==> src/rtl/fifo_rr_arbiter_pkg.sv <==
// ---------------------------------------------------------------------------
// fifo_arb_pkg
// Shared definitions for the round-robin FIFO read scheduler:
//   state_t   - scheduler FSM encoding (ARB / WAIT / SEND)
//   id_width  - width of a source index for a given number of sources
// ---------------------------------------------------------------------------
package fifo_arb_pkg;

    typedef enum logic [1:0] {
        ARB  = 2'd0,   // pick the next eligible source
        WAIT = 2'd1,   // FIFO read issued, dout arrives this cycle
        SEND = 2'd2    // word presented downstream, waiting for out_ready
    } state_t;

    // Source index width; never narrower than one bit.
    function automatic int id_width(input int n);
        return (n <= 2) ? 1 : $clog2(n);
    endfunction

endpackage

==> src/rtl/fifo_rr_arbiter_if.sv <==
// ---------------------------------------------------------------------------
// fifo_rr_arbiter_if
// Bundles the source-FIFO side and the downstream stream side of the
// scheduler.
//   src_empty  per-FIFO empty flag                (FIFOs -> scheduler)
//   src_dout   flattened FIFO read data, source i at [i*WIDTH +: WIDTH]
//   src_mask   1 = source eligible for grant      (control -> scheduler)
//   src_rd_en  one-hot FIFO read strobe           (scheduler -> FIFOs)
//   out_data   output word                        (scheduler -> consumer)
//   out_src    source index of out_data           (scheduler -> consumer)
//   out_valid  out_data/out_src valid             (scheduler -> consumer)
//   out_ready  consumer accepts the word          (consumer -> scheduler)
// Modports: master = scheduler side, slave = environment side.
// ---------------------------------------------------------------------------
interface fifo_rr_arbiter_if
    import fifo_arb_pkg::*;
#(
    parameter int WIDTH   = 8,
    parameter int NUM_REQ = 4,
    parameter int ID_W    = id_width(NUM_REQ)
) ();

    logic [NUM_REQ-1:0]       src_empty;
    logic [NUM_REQ*WIDTH-1:0] src_dout;
    logic [NUM_REQ-1:0]       src_mask;
    logic [NUM_REQ-1:0]       src_rd_en;
    logic [WIDTH-1:0]         out_data;
    logic [ID_W-1:0]          out_src;
    logic                     out_valid;
    logic                     out_ready;

    modport master (
        input  src_empty, src_dout, src_mask, out_ready,
        output src_rd_en, out_data, out_src, out_valid
    );

    modport slave (
        output src_empty, src_dout, src_mask, out_ready,
        input  src_rd_en, out_data, out_src, out_valid
    );

endinterface

==> src/rtl/fifo_rr_arbiter_rr_pick.sv <==
// ---------------------------------------------------------------------------
// rr_pick
// Combinational round-robin picker: returns the first set bit of req,
// searching upward from last+1 and wrapping around.
//   req      request vector
//   last     index granted most recently (lowest priority now)
//   gnt_idx  index of the winning request (0 when none)
//   any      at least one request is set
// The request vector is doubled so the wrap-around search becomes a plain
// right shift followed by a lowest-set-bit search.
// ---------------------------------------------------------------------------
module rr_pick #(
    parameter int NUM_REQ = 4,
    parameter int ID_W    = 2
) (
    input  logic [NUM_REQ-1:0] req,
    input  logic [ID_W-1:0]    last,
    output logic [ID_W-1:0]    gnt_idx,
    output logic               any
);

    logic [2*NUM_REQ-1:0] dbl;
    logic [2*NUM_REQ-1:0] rot;
    int                   start;
    int                   pos;
    logic                 found;

    always_comb begin
        // NOTE: every variable gets a default before any branch so the
        // block can never hold a value between evaluations (no latch).
        dbl     = {req, req};
        start   = (int'(last) >= NUM_REQ - 1) ? 0 : int'(last) + 1;
        rot     = dbl >> start;
        pos     = 0;
        found   = 1'b0;
        gnt_idx = '0;
        for (int k = 0; k < NUM_REQ; k++) begin
            if (!found && rot[k]) begin
                found = 1'b1;
                pos   = start + k;
                if (pos >= NUM_REQ) begin
                    pos = pos - NUM_REQ;
                end
                gnt_idx = ID_W'(pos);
            end
        end
        any = |req;
    end

endmodule

==> src/rtl/fifo_rr_arbiter.sv <==
// ---------------------------------------------------------------------------
// fifo_rr_arbiter
// Round-robin read scheduler sharing one valid/ready consumer between
// NUM_REQ source FIFOs. A grant reads up to BURST words from one FIFO; each
// word is read with src_rd_en, captured from the registered FIFO dout one
// cycle later and presented on out_data/out_src/out_valid.
// Ports:
//   clk    system clock, rising edge
//   rst    asynchronous reset, active low
//   bus    fifo_rr_arbiter_if master (FIFO side + output stream)
//   busy   high while a grant is in progress (WAIT or SEND)
// ---------------------------------------------------------------------------
module fifo_rr_arbiter
    import fifo_arb_pkg::*;
#(
    parameter int WIDTH   = 8,
    parameter int NUM_REQ = 4,
    parameter int BURST   = 4,
    parameter int ID_W    = id_width(NUM_REQ),
    parameter int CNT_W   = $clog2(BURST + 1)
) (
    input  logic              clk,
    input  logic              rst,
    fifo_rr_arbiter_if.master bus,
    output logic              busy
);

    localparam logic [CNT_W-1:0] BURST_MAX = CNT_W'(BURST);

    state_t             state_q, state_d;
    logic [ID_W-1:0]    grant_q, grant_d;
    logic [ID_W-1:0]    last_grant_q, last_grant_d;
    logic [CNT_W-1:0]   burst_cnt_q, burst_cnt_d;
    logic [WIDTH-1:0]   out_data_q, out_data_d;
    logic [ID_W-1:0]    out_src_q, out_src_d;
    logic               out_valid_q, out_valid_d;

    logic [NUM_REQ-1:0] eligible;
    logic [NUM_REQ-1:0] rd_en;
    logic [ID_W-1:0]    pick_idx;
    logic               pick_any;
    logic [WIDTH-1:0]   dout_sel;
    logic               can_continue;

    assign eligible = ~bus.src_empty & bus.src_mask;

    rr_pick #(
        .NUM_REQ (NUM_REQ),
        .ID_W    (ID_W)
    ) u_pick (
        .req     (eligible),
        .last    (last_grant_q),
        .gnt_idx (pick_idx),
        .any     (pick_any)
    );

    // Word of the granted FIFO; only meaningful in WAIT, because the FIFOs
    // drive zero on cycles without a read.
    assign dout_sel = WIDTH'(bus.src_dout >> (int'(grant_q) * WIDTH));

    // Burst may go on only while budget remains and the granted source is
    // still non-empty and unmasked; a mask drop therefore ends the grant at
    // the next handshake while the word already in flight is delivered.
    assign can_continue = (burst_cnt_q < BURST_MAX) &&
                          !bus.src_empty[grant_q] &&
                          bus.src_mask[grant_q];

    always_comb begin
        state_d      = state_q;
        grant_d      = grant_q;
        last_grant_d = last_grant_q;
        burst_cnt_d  = burst_cnt_q;
        out_data_d   = out_data_q;
        out_src_d    = out_src_q;
        out_valid_d  = out_valid_q;
        rd_en        = '0;

        case (state_q)
            ARB: begin
                if (pick_any) begin
                    rd_en[pick_idx] = 1'b1;
                    grant_d         = pick_idx;
                    burst_cnt_d     = CNT_W'(1);
                    state_d         = WAIT;
                end
            end

            WAIT: begin
                out_data_d  = dout_sel;
                out_src_d   = grant_q;
                out_valid_d = 1'b1;
                state_d     = SEND;
            end

            SEND: begin
                if (bus.out_ready) begin
                    out_valid_d = 1'b0;
                    if (can_continue) begin
                        rd_en[grant_q] = 1'b1;
                        burst_cnt_d    = burst_cnt_q + CNT_W'(1);
                        state_d        = WAIT;
                    end else begin
                        last_grant_d = grant_q;
                        state_d      = ARB;
                    end
                end
            end

            default: begin
                out_valid_d = 1'b0;
                state_d     = ARB;
            end
        endcase
    end

    always_ff @(posedge clk or negedge rst) begin
        if (!rst) begin
            state_q      <= ARB;
            grant_q      <= '0;
            last_grant_q <= ID_W'(NUM_REQ - 1);
            burst_cnt_q  <= '0;
            out_data_q   <= '0;
            out_src_q    <= '0;
            out_valid_q  <= 1'b0;
        end else begin
            // NOTE: non-blocking assignments so every register samples the
            // pre-edge values regardless of statement order.
            state_q      <= state_d;
            grant_q      <= grant_d;
            last_grant_q <= last_grant_d;
            burst_cnt_q  <= burst_cnt_d;
            out_data_q   <= out_data_d;
            out_src_q    <= out_src_d;
            out_valid_q  <= out_valid_d;
        end
    end

    // The ARB branch is combinational on the FIFO flags, so the strobe is
    // also held low while reset is asserted; otherwise a FIFO could pop a
    // word during reset that nobody captures.
    assign bus.src_rd_en = rst ? rd_en : '0;
    assign bus.out_data  = out_data_q;
    assign bus.out_src   = out_src_q;
    assign bus.out_valid = out_valid_q;
    assign busy          = (state_q != ARB);

endmodule

==> src/flat_wrapper.sv <==
// flat-port wrapper written by rule: the top's interface ports become plain ports
module fifo_rr_arbiter_flat import fifo_arb_pkg::*;
#(
    parameter int WIDTH   = 8,
    parameter int NUM_REQ = 4,
    parameter int BURST   = 4,
    parameter int ID_W    = id_width(NUM_REQ),
    parameter int CNT_W   = $clog2(BURST + 1)
)
  (clk, rst, busy, bus_src_empty, bus_src_dout, bus_src_mask, bus_out_ready, bus_src_rd_en, bus_out_data, bus_out_src, bus_out_valid);
  fifo_rr_arbiter_if #(.WIDTH(WIDTH), .NUM_REQ(NUM_REQ), .ID_W(ID_W)) bus_i ();
  input  logic clk;
  input  logic rst;
  output logic busy;
  input wire logic [$bits(bus_i.src_empty)-1:0] bus_src_empty;
  input wire logic [$bits(bus_i.src_dout)-1:0] bus_src_dout;
  input wire logic [$bits(bus_i.src_mask)-1:0] bus_src_mask;
  input wire logic [$bits(bus_i.out_ready)-1:0] bus_out_ready;
  output wire logic [$bits(bus_i.src_rd_en)-1:0] bus_src_rd_en;
  output wire logic [$bits(bus_i.out_data)-1:0] bus_out_data;
  output wire logic [$bits(bus_i.out_src)-1:0] bus_out_src;
  output wire logic [$bits(bus_i.out_valid)-1:0] bus_out_valid;
  assign bus_i.src_empty = bus_src_empty;
  assign bus_i.src_dout = bus_src_dout;
  assign bus_i.src_mask = bus_src_mask;
  assign bus_i.out_ready = bus_out_ready;
  assign bus_src_rd_en = bus_i.src_rd_en;
  assign bus_out_data = bus_i.out_data;
  assign bus_out_src = bus_i.out_src;
  assign bus_out_valid = bus_i.out_valid;
  fifo_rr_arbiter #(.WIDTH(WIDTH), .NUM_REQ(NUM_REQ), .BURST(BURST), .ID_W(ID_W), .CNT_W(CNT_W)) u_core (.clk(clk), .rst(rst), .bus(bus_i), .busy(busy));
endmodule
==> config.mk <==
export PLATFORM = sky130hd
export DESIGN_NAME = fifo_rr_arbiter_flat
export DESIGN_NICKNAME = d
export VERILOG_FILES = /design/src/rtl/fifo_rr_arbiter_pkg.sv /design/src/rtl/fifo_rr_arbiter_if.sv /design/src/rtl/fifo_rr_arbiter_rr_pick.sv /design/src/rtl/fifo_rr_arbiter.sv /design/src/flat_wrapper.sv
export SDC_FILE = /design/constraint.sdc
export NUM_CORES = 1
export LEC_CHECK = 0
export CAP_MARGIN = 20
export CORE_AREA = 3 3 66 68
export DETAILED_ROUTE_END_ITERATION = 12
export DIE_AREA = 0 0 69 71
export DONT_BUFFER_PORTS = 1
export PLACE_DENSITY = 0.6
export SLEW_MARGIN = 0
export SYNTH_ARGS = -nofsm -noshare
export SYNTH_HDL_FRONTEND = slang
export SYNTH_HIERARCHICAL = 1
export SYNTH_SLANG_ARGS = --single-unit
==> constraint.sdc <==
create_clock -name clk -period 7.8 [get_ports clk]
set_input_delay 1.56 -clock clk [delete_from_list [all_inputs] [get_ports clk]]
set_output_delay 1.56 -clock clk [all_outputs]
set_load 0.05 [all_outputs]
==> run summary, run 1 <==
Initial antenna violation count: 0
Clock Path Buffers: 2
Period utilisation layout: 73.4%
Clk pwr share: 10.7%
RSZ-0062 raised after global routing: false
# diodes: 0
Crit-path slowest cell: a21oi_1
Detailed Place HPWL: 2420 um
Syn_nets: 190
Slack of the critical path: 2070 ps
Crit path kind: in -> out
Hold endpoint: u_core/burst_cnt_q[0]
Fill cell count: 399
R2R setup slack: 5260 ps
NetSw: 367 uW
Synth Register Bits: 20
Relative slew slack: 30.2%
Async S/R FF share, synth: 100%
Row count: 23
Clock root buffer: clkbuf_8
Worst slew pin tran: 1050 ps
Num CTS Buffers: 3
Status: completed
CTS tree: built
Hold path start: u_core/burst_cnt_q[0]
Worst Setup End Kind: primary output
GRT Overall Usage: 12.9%
Clock sinks: 20
Input/output buffers: 0
EDFF count, synth: 0
Switching Share: 51.1%
Share of power burned in registers: 44.8%
Pre-CTS setup slack: 2120 ps
Finish-stage setup viols: 0
Worst Hold Class: reg -> reg
Worst EP required: 6240 ps
Worst path most repeated cell: a21oi_1
Reg-to-reg critical path endpoint: u_core/grant_q[1]
Pin count of the biggest net entering global routing: 22
IO Count: 59
P per Cell Area: 461 nW/um^2
Buffer count from post-CTS setup fixing: 0
Crit path DAT: 4170 ps
Cell Chain, Critical Path: nor2b_1 > nand2b_1 > o22a_1 > a21oi_1 > a311o_1 > a22oi_1 > nand3_1 > a21oi_1
CP Launch Type: input pin
DRT Pass-1 Iters: 4
Fin crit period: 5730 ps
Routed WL: 3180 um
Mean post-synth cell area: 10.3 um^2
Static Leak: 0.000597 uW
Layout area overhead: 4.17%
Worst R2R Start: u_core/last_grant_q[0]
Yosys warnings: 6
Synth Instances: 145
Gate power share: 44.4%
Share of layout cells above drive strength 1: 20.7%
Width of the chip: 69 um
Ys flop type: dfrtp_1
Chip Height: 71 um
CP max stage delay: 820 ps
Max FO, Critical Path: 11
Slew Limit Fails: 0
Final Hold Viols: 0
Worst-Skew Late Latency: 250 ps
Total gr overflow: 0
Hold bufs inserted after CTS: 0
Hold Path Stages: 1
Fmax: 0.175 GHz
Synth Cell Area: 1500 um^2
Area occupied by multi-input gates: 926 um^2
Final nets: 186
VDD IR max: 0.000252 V
R2R depth: 8
GP Congestion: 0.754
First-pass GRT wire length: 5230 um
Synth cell types: 49
Register area: 503 um^2
Avg WL per Cell: 16.7 um
Antenna Nets Post-Route: 0
Post-Route Skew: 3.34 ps
Core area: 3910 um^2
Cell internal pwr: 352 uW
Die ar.: 4900 um^2
Via/cell ratio: 5.98
Residual DRC: 0
Routed via count: 1137
Starting density of the core: 38.3%
Number of global-route vias before repair: 1059
Total negative slack: 0 ps
H-tree depth: 1
Max-cap check violation count: 0
Post_cts resized: 0
Clock slew at reported path FFs: 70 ps
Drt first-iter violations: 81
Post-synthesis sequential area ratio: 33.6%
-- layer usage --
layer	global-route usage, %	wire (um)	share of wire (%)	vias to the layer above
met5	0	0	0	-
met4	0.651	0	0	0
met3	5.40	316	10	0
met2	17.6	1330	42	50
met1	19.9	1530	48	551
li1	-	-	-	536
-- power groups by stage --
| stage | sequential, uW | combinational [uW] | clock (uW) |
|---|---|---|---|
| 6_report | 322 | 320 | 77.0 |
| 5_1_grt | 334 | 348 | 84.6 |
| 4_1_cts | 324 | 318 | 78.7 |
| 3_5_place_dp | 326 | 317 | 0 |
| 3_3_place_gp | 323 | 309 | 0 |
| 2_1_floorplan | 283 | 319 | 0 |
-- logic make-up after synthesis --
| kind of cell | after synthesis | share of synthesized area, % |
|---|---|---|
| and+or+nand+nor | 57 | 21.2 |
| DFF | 20 | 33.6 |
| adders and majority gates | 2 | 1.67 |
| AOI/OAI and AO/OA | 31 | 16.1 |
| buffers and inverters | 13 | 4.67 |
| xor gates and xnor gates | 1 | 0.584 |
| muxes | 21 | 22.2 |
-- metrics by stage --
step	instance area [um^2]	std cells	utilization [%]	hold WS [ps]	power (uW)
global placement	1510	186	38.5	471	632
CTS	1560	190	39.9	498	721
global route	1560	190	39.9	524	767
finish	1560	190	39.9	495	719
detailed placement	1510	186	38.5	489	643
floorplan	1500	145	-	452	601
-- synthesized netlist by cell type, types with 2 or more instances --
library cell  instances  area (um^2)
ha_1                  2         25.0
nor2_1               14         52.6
a21oi_1               6         30.0
dfrtp_1              18          450
nor2b_1               8         50.1
nor3b_1               2         15.0
nand2_1              12         45.0
a21o_1                2         15.0
a32oi_1               2         17.5
o21a_1                3         22.5
mux2_4                2         30.0
dfstp_2               2         52.6
inv_1                 4         15.0
mux2_2                8         90.1
nand3_1               2         10.0
mux4_2                8          180
buf_4                 3         22.5
nand2b_1              3         18.8
mux2_1                2         22.5
o21ai_0               3         15.0
nand4_1               3         18.8
o21ai_1               3         15.0
nor3_1                2         10.0
nand4b_1              2         17.5
buf_2                 2         10.0
clkbuf_1              2         7.51
a32o_1                2         20.0
nor2_2                2         12.5
-- cell usage in the layout (no fill, tap or decap), types with 2 or more instances in the layout --
master    count
mux2_2        8
nor3b_1       2
clkbuf_8      4
nor2_1       14
o21a_1        3
dfstp_2       2
mux4_2        8
mux2_1        2
a32oi_1       2
mux2_4        2
o21ai_1       3
nand4_1       3
nand4b_1      2
a21o_1        2
a21oi_1       6
a32o_1        2
ha_1          2
nor2b_1       8
nor2_2        2
nand3_1       2
inv_1         4
nor3_1        2
o21ai_0       3
nand2b_1      3
nand2_1      12
dfrtp_1      18
-- critical path, delay by kind of cell --
family           cells  cell delay (ps)
AO/OA/AOI/OAI        5             1680
AND/OR/NAND/NOR      3              930
-- flip-flops by register name, summed over array words and instances (netlist names) --
name / flops
u_core/bus.out_data: 8
u_core/burst_cnt_q: 3
u_core/bus.out_src: 2
u_core/grant_q: 2
u_core/last_grant_q: 2
u_core/state_q: 2
u_core/bus.out_valid: 1
-- worst max-delay path by stage --
stage	startpoint	end	slack (ps)
after floorplan	bus_src_mask[1]	bus_src_rd_en[3]	2420
after global placement	bus_src_mask[0]	bus_src_rd_en[3]	2150
after detailed placement	bus_src_mask[0]	bus_src_rd_en[3]	2120
after CTS	bus_src_mask[0]	bus_src_rd_en[3]	2110
after global routing	bus_src_mask[3]	bus_src_rd_en[3]	1820
final	bus_src_mask[0]	bus_src_rd_en[3]	2070
-- layout make-up --
type	count	area share, %
sequential	20	32.2
clock buffer	4	3.53
inverter	4	0.962
tap	50	4.01
multi-input combinational	112	59.3
Power figures use the tool's default switching activity.
==> run 2, diff against run 1 <==
--- a/config.mk
+++ b/config.mk
@@ -10,7 +10,7 @@
 export DETAILED_ROUTE_END_ITERATION = 12
 export DIE_AREA = 0 0 69 71
 export DONT_BUFFER_PORTS = 1
-export PLACE_DENSITY = 0.6
+export PLACE_DENSITY = 0.61
 export SLEW_MARGIN = 0
 export SYNTH_ARGS = -nofsm -noshare
 export SYNTH_HDL_FRONTEND = slang
==> constraint.sdc (replaced) <==
create_clock -name clk -period 4.7 [get_ports clk]
set_input_delay 0.94 -clock clk [delete_from_list [all_inputs] [get_ports clk]]
set_output_delay 0.94 -clock clk [all_outputs]
set_load 0.05 [all_outputs]
==> run 2 against run 1 <==
  * Die area did not move
  * Critical path type unchanged
  * Routed wire length is 9.3% higher
  * Non-clock buffer count is 7 higher
  * Core utilization grew 1.3 points
  * Clock skew down 0.67 ps
  * Largest power group is now combinational logic
  * Register-to-register slack got worse by 3100 ps
  * Via count up 2.6%
  * Sequential share of layout area shrank 1.0 points
  * Clock power rose by 71%
  * Critical endpoint is now bus_src_rd_en[0]
  * Design area is 3.4% higher
  * Setup slack worse by 1500 ps
  * Total power grew 69%
==> run summary, run 2 (same netlist as run 1, synthesis figures left out) <==
Layout area overhead: 7.68% (was 4.17%)
Hold bufs inserted after CTS: 0 (unchanged)
Fin crit period: 4090 ps
GRT Overall Usage: 14.5% (was 12.9%)
Slack of the critical path: 614 ps (was 2070 ps)
Worst slew pin tran: 904 ps (was 1050 ps)
Initial antenna violation count: 0 (unchanged)
P per Cell Area: 754 nW/um^2 (was 461 nW/um^2)
Final nets: 193 (was 186)
Max-cap check violation count: 0 (unchanged)
Share of layout cells above drive strength 1: 24.5% (was 20.7%)
Avg WL per Cell: 17.6 um (was 16.7 um)
Relative slew slack: 39.6% (was 30.2%)
Most frequent cells in the layout: dfrtp_1 (18), nor2_1 (14), nand2_1 (12) (unchanged)
Routed WL: 3470 um (was 3180 um)
Worst EP required: 3760 ps (was 6240 ps)
Clock root buffer: clkbuf_8 (unchanged)
Core area: 3910 um^2 (unchanged)
Residual DRC: 0 (unchanged)
Worst Hold Class: in -> async (was reg -> reg)
Worst Setup End Kind: primary output (unchanged)
Die ar.: 4900 um^2 (unchanged)
Via/cell ratio: 5.92 (was 5.98)
Non-Filler Cell Area, Final: 1610 um^2 (was 1560 um^2)
Fill cell count: 397 (was 399)
H-tree depth: 1 (unchanged)
Chip Height: 71 um (unchanged)
Cell Chain, Critical Path: nor2b_1 > nor2_2 > a221oi_2 > a21oi_1 > a311o_1 > a22oi_1 > nor3_1 > a31oi_1 > nor2_1 > buf_4 (was nor2b_1 > nand2b_1 > o22a_1 > a21oi_1 > a311o_1 > a22oi_1 > nand3_1 > a21oi_1)
Commonest non-fill, non-tap cell in the layout: dfrtp_1 (unchanged)
Crit path DAT: 3150 ps (was 4170 ps)
Static Leak: 0.000634 uW (was 0.000597 uW)
RSZ-0062 raised after global routing: false (unchanged)
Reg-to-reg critical path endpoint: u_core/grant_q[0] (was u_core/grant_q[1])
Cell internal pwr: 594 uW (was 352 uW)
Post-Route Skew: 2.67 ps (was 3.34 ps)
Drt first-iter violations: 103 (was 81)
Max FO, Critical Path: 8 (was 11)
Number of global-route vias before repair: 1102 (was 1059)
Detailed Place HPWL: 2670 um (was 2420 um)
GP Congestion: 0.805 (was 0.754)
Total gr overflow: 0 (unchanged)
Total negative slack: 0 ps (unchanged)
Routed via count: 1167 (was 1137)
Finish-stage setup viols: 0 (unchanged)
R2R setup slack: 2210 ps (was 5260 ps)
Clock sinks: 20 (unchanged)
Period utilisation layout: 86.9%
DP Area: 1560 um^2 (was 1510 um^2)
VDD IR max: 0.000302 V (was 0.000252 V)
# diodes: 0 (unchanged)
Worst-Skew Late Latency: 260 ps (was 250 ps)
Status: completed (unchanged)
Crit path kind: in -> out (unchanged)
DRT Pass-1 Iters: 4 (unchanged)
Crit-path slowest cell: nor2b_1 (was a21oi_1)
Num CTS Buffers: 3 (unchanged)
R2R depth: 8 (unchanged)
Worst R2R Start: u_core/last_grant_q[0] (unchanged)
Gate power share: 44.9% (was 44.4%)
Pin count of the biggest net entering global routing: 22 (unchanged)
Pre-CTS setup slack: 670 ps (was 2120 ps)
First-pass GRT wire length: 5710 um (was 5230 um)
Row count: 23 (unchanged)
Share of power burned in registers: 44.3% (was 44.8%)
CP max stage delay: 480 ps (was 820 ps)
Largest register FFs: 8 (unchanged)
Final Hold Viols: 0 (unchanged)
Width of the chip: 69 um (unchanged)
IO Count: 59 (unchanged)
NetSw: 623 uW (was 367 uW)
Pwr Total: 1220 uW (was 719 uW)
Clock Path Buffers: 2 (unchanged)
Antenna Nets Post-Route: 0 (unchanged)
Starting density of the core: 38.3% (unchanged)
Clk pwr share: 10.8% (was 10.7%)
Buffer count from post-CTS setup fixing: 0 (unchanged)
Post_cts resized: 0 (unchanged)
Clock slew at reported path FFs: 70 ps (about the same)
CP Launch Type: input pin (unchanged)
Fmax: 0.245 GHz
Input/output buffers: 0 (unchanged)
Layout Utilization: 41.2% (was 39.9%)
CTS tree: built (unchanged)
Slew Limit Fails: 0 (unchanged)
Switching Share: 51.2% (was 51.1%)
[run 2: changes by cell type in the layout (fill, tap and decap cells not counted)]
cell | previous run | this run
buf_4 | 0 | 7
[run 2: metrics by stage]
stage / instances / hold WS [ps]
6_report: 197 / 366
5_1_grt: 197 / 347
4_1_cts: 197 / 357
3_5_place_dp: 193 / 476
3_3_place_gp: 193 / 471
2_1_floorplan: 145 / 452
[run 2: metal layers]
| metal | GRT usage, % | wire length [um] |
|---|---|---|
| met1 | 20.7 | 1600 |
| met5 | 0 | 0 |
| met3 | 4.69 | 277 |
| met2 | 21.0 | 1550 |
| met4 | 4.56 | 40 |
[run 2: critical path: cells and delay by family]
| family | cells | cell delay, ps |
|---|---|---|
| AOI/OAI and AO/OA | 5 | 1220 |
| and+or+nand+nor | 4 | 780 |
| buffers and inverters | 1 | 190 |
[run 2: final cells by class]
type / count / area [um^2] / area share [%]
inverter: 4 / 15.0 / 0.930
multi-input combinational: 112 / 926 / 57.4
tap: 50 / 62.6 / 3.88
clock buffer: 4 / 55.1 / 3.41
timing repair buffer: 7 / 52.6 / 3.26
sequential: 20 / 503 / 31.2
[run 2: how the worst max path moves through the flow]
stage / start / end / slack [ps] / cells past startpoint
6_report: bus_src_mask[1] / bus_src_rd_en[0] / 610 / 10
2_1_floorplan: bus_src_mask[1] / bus_src_rd_en[3] / 560 / 8
4_1_cts: bus_src_mask[1] / bus_src_rd_en[0] / 660 / 10
3_3_place_gp: bus_src_mask[1] / bus_src_rd_en[0] / 820 / 10
5_1_grt: u_core/last_grant_q[0] / bus_src_rd_en[0] / 470 / 10
3_5_place_dp: bus_src_mask[1] / bus_src_rd_en[0] / 670 / 10
[run 2: power groups by stage]
stage	Combinational (uW)	Sequential, uW	Clock [uW]
global placement	520	536	0
finish	547	538	132
detailed placement	539	546	0
floorplan	529	469	0
CTS	541	541	136
global route	598	557	143
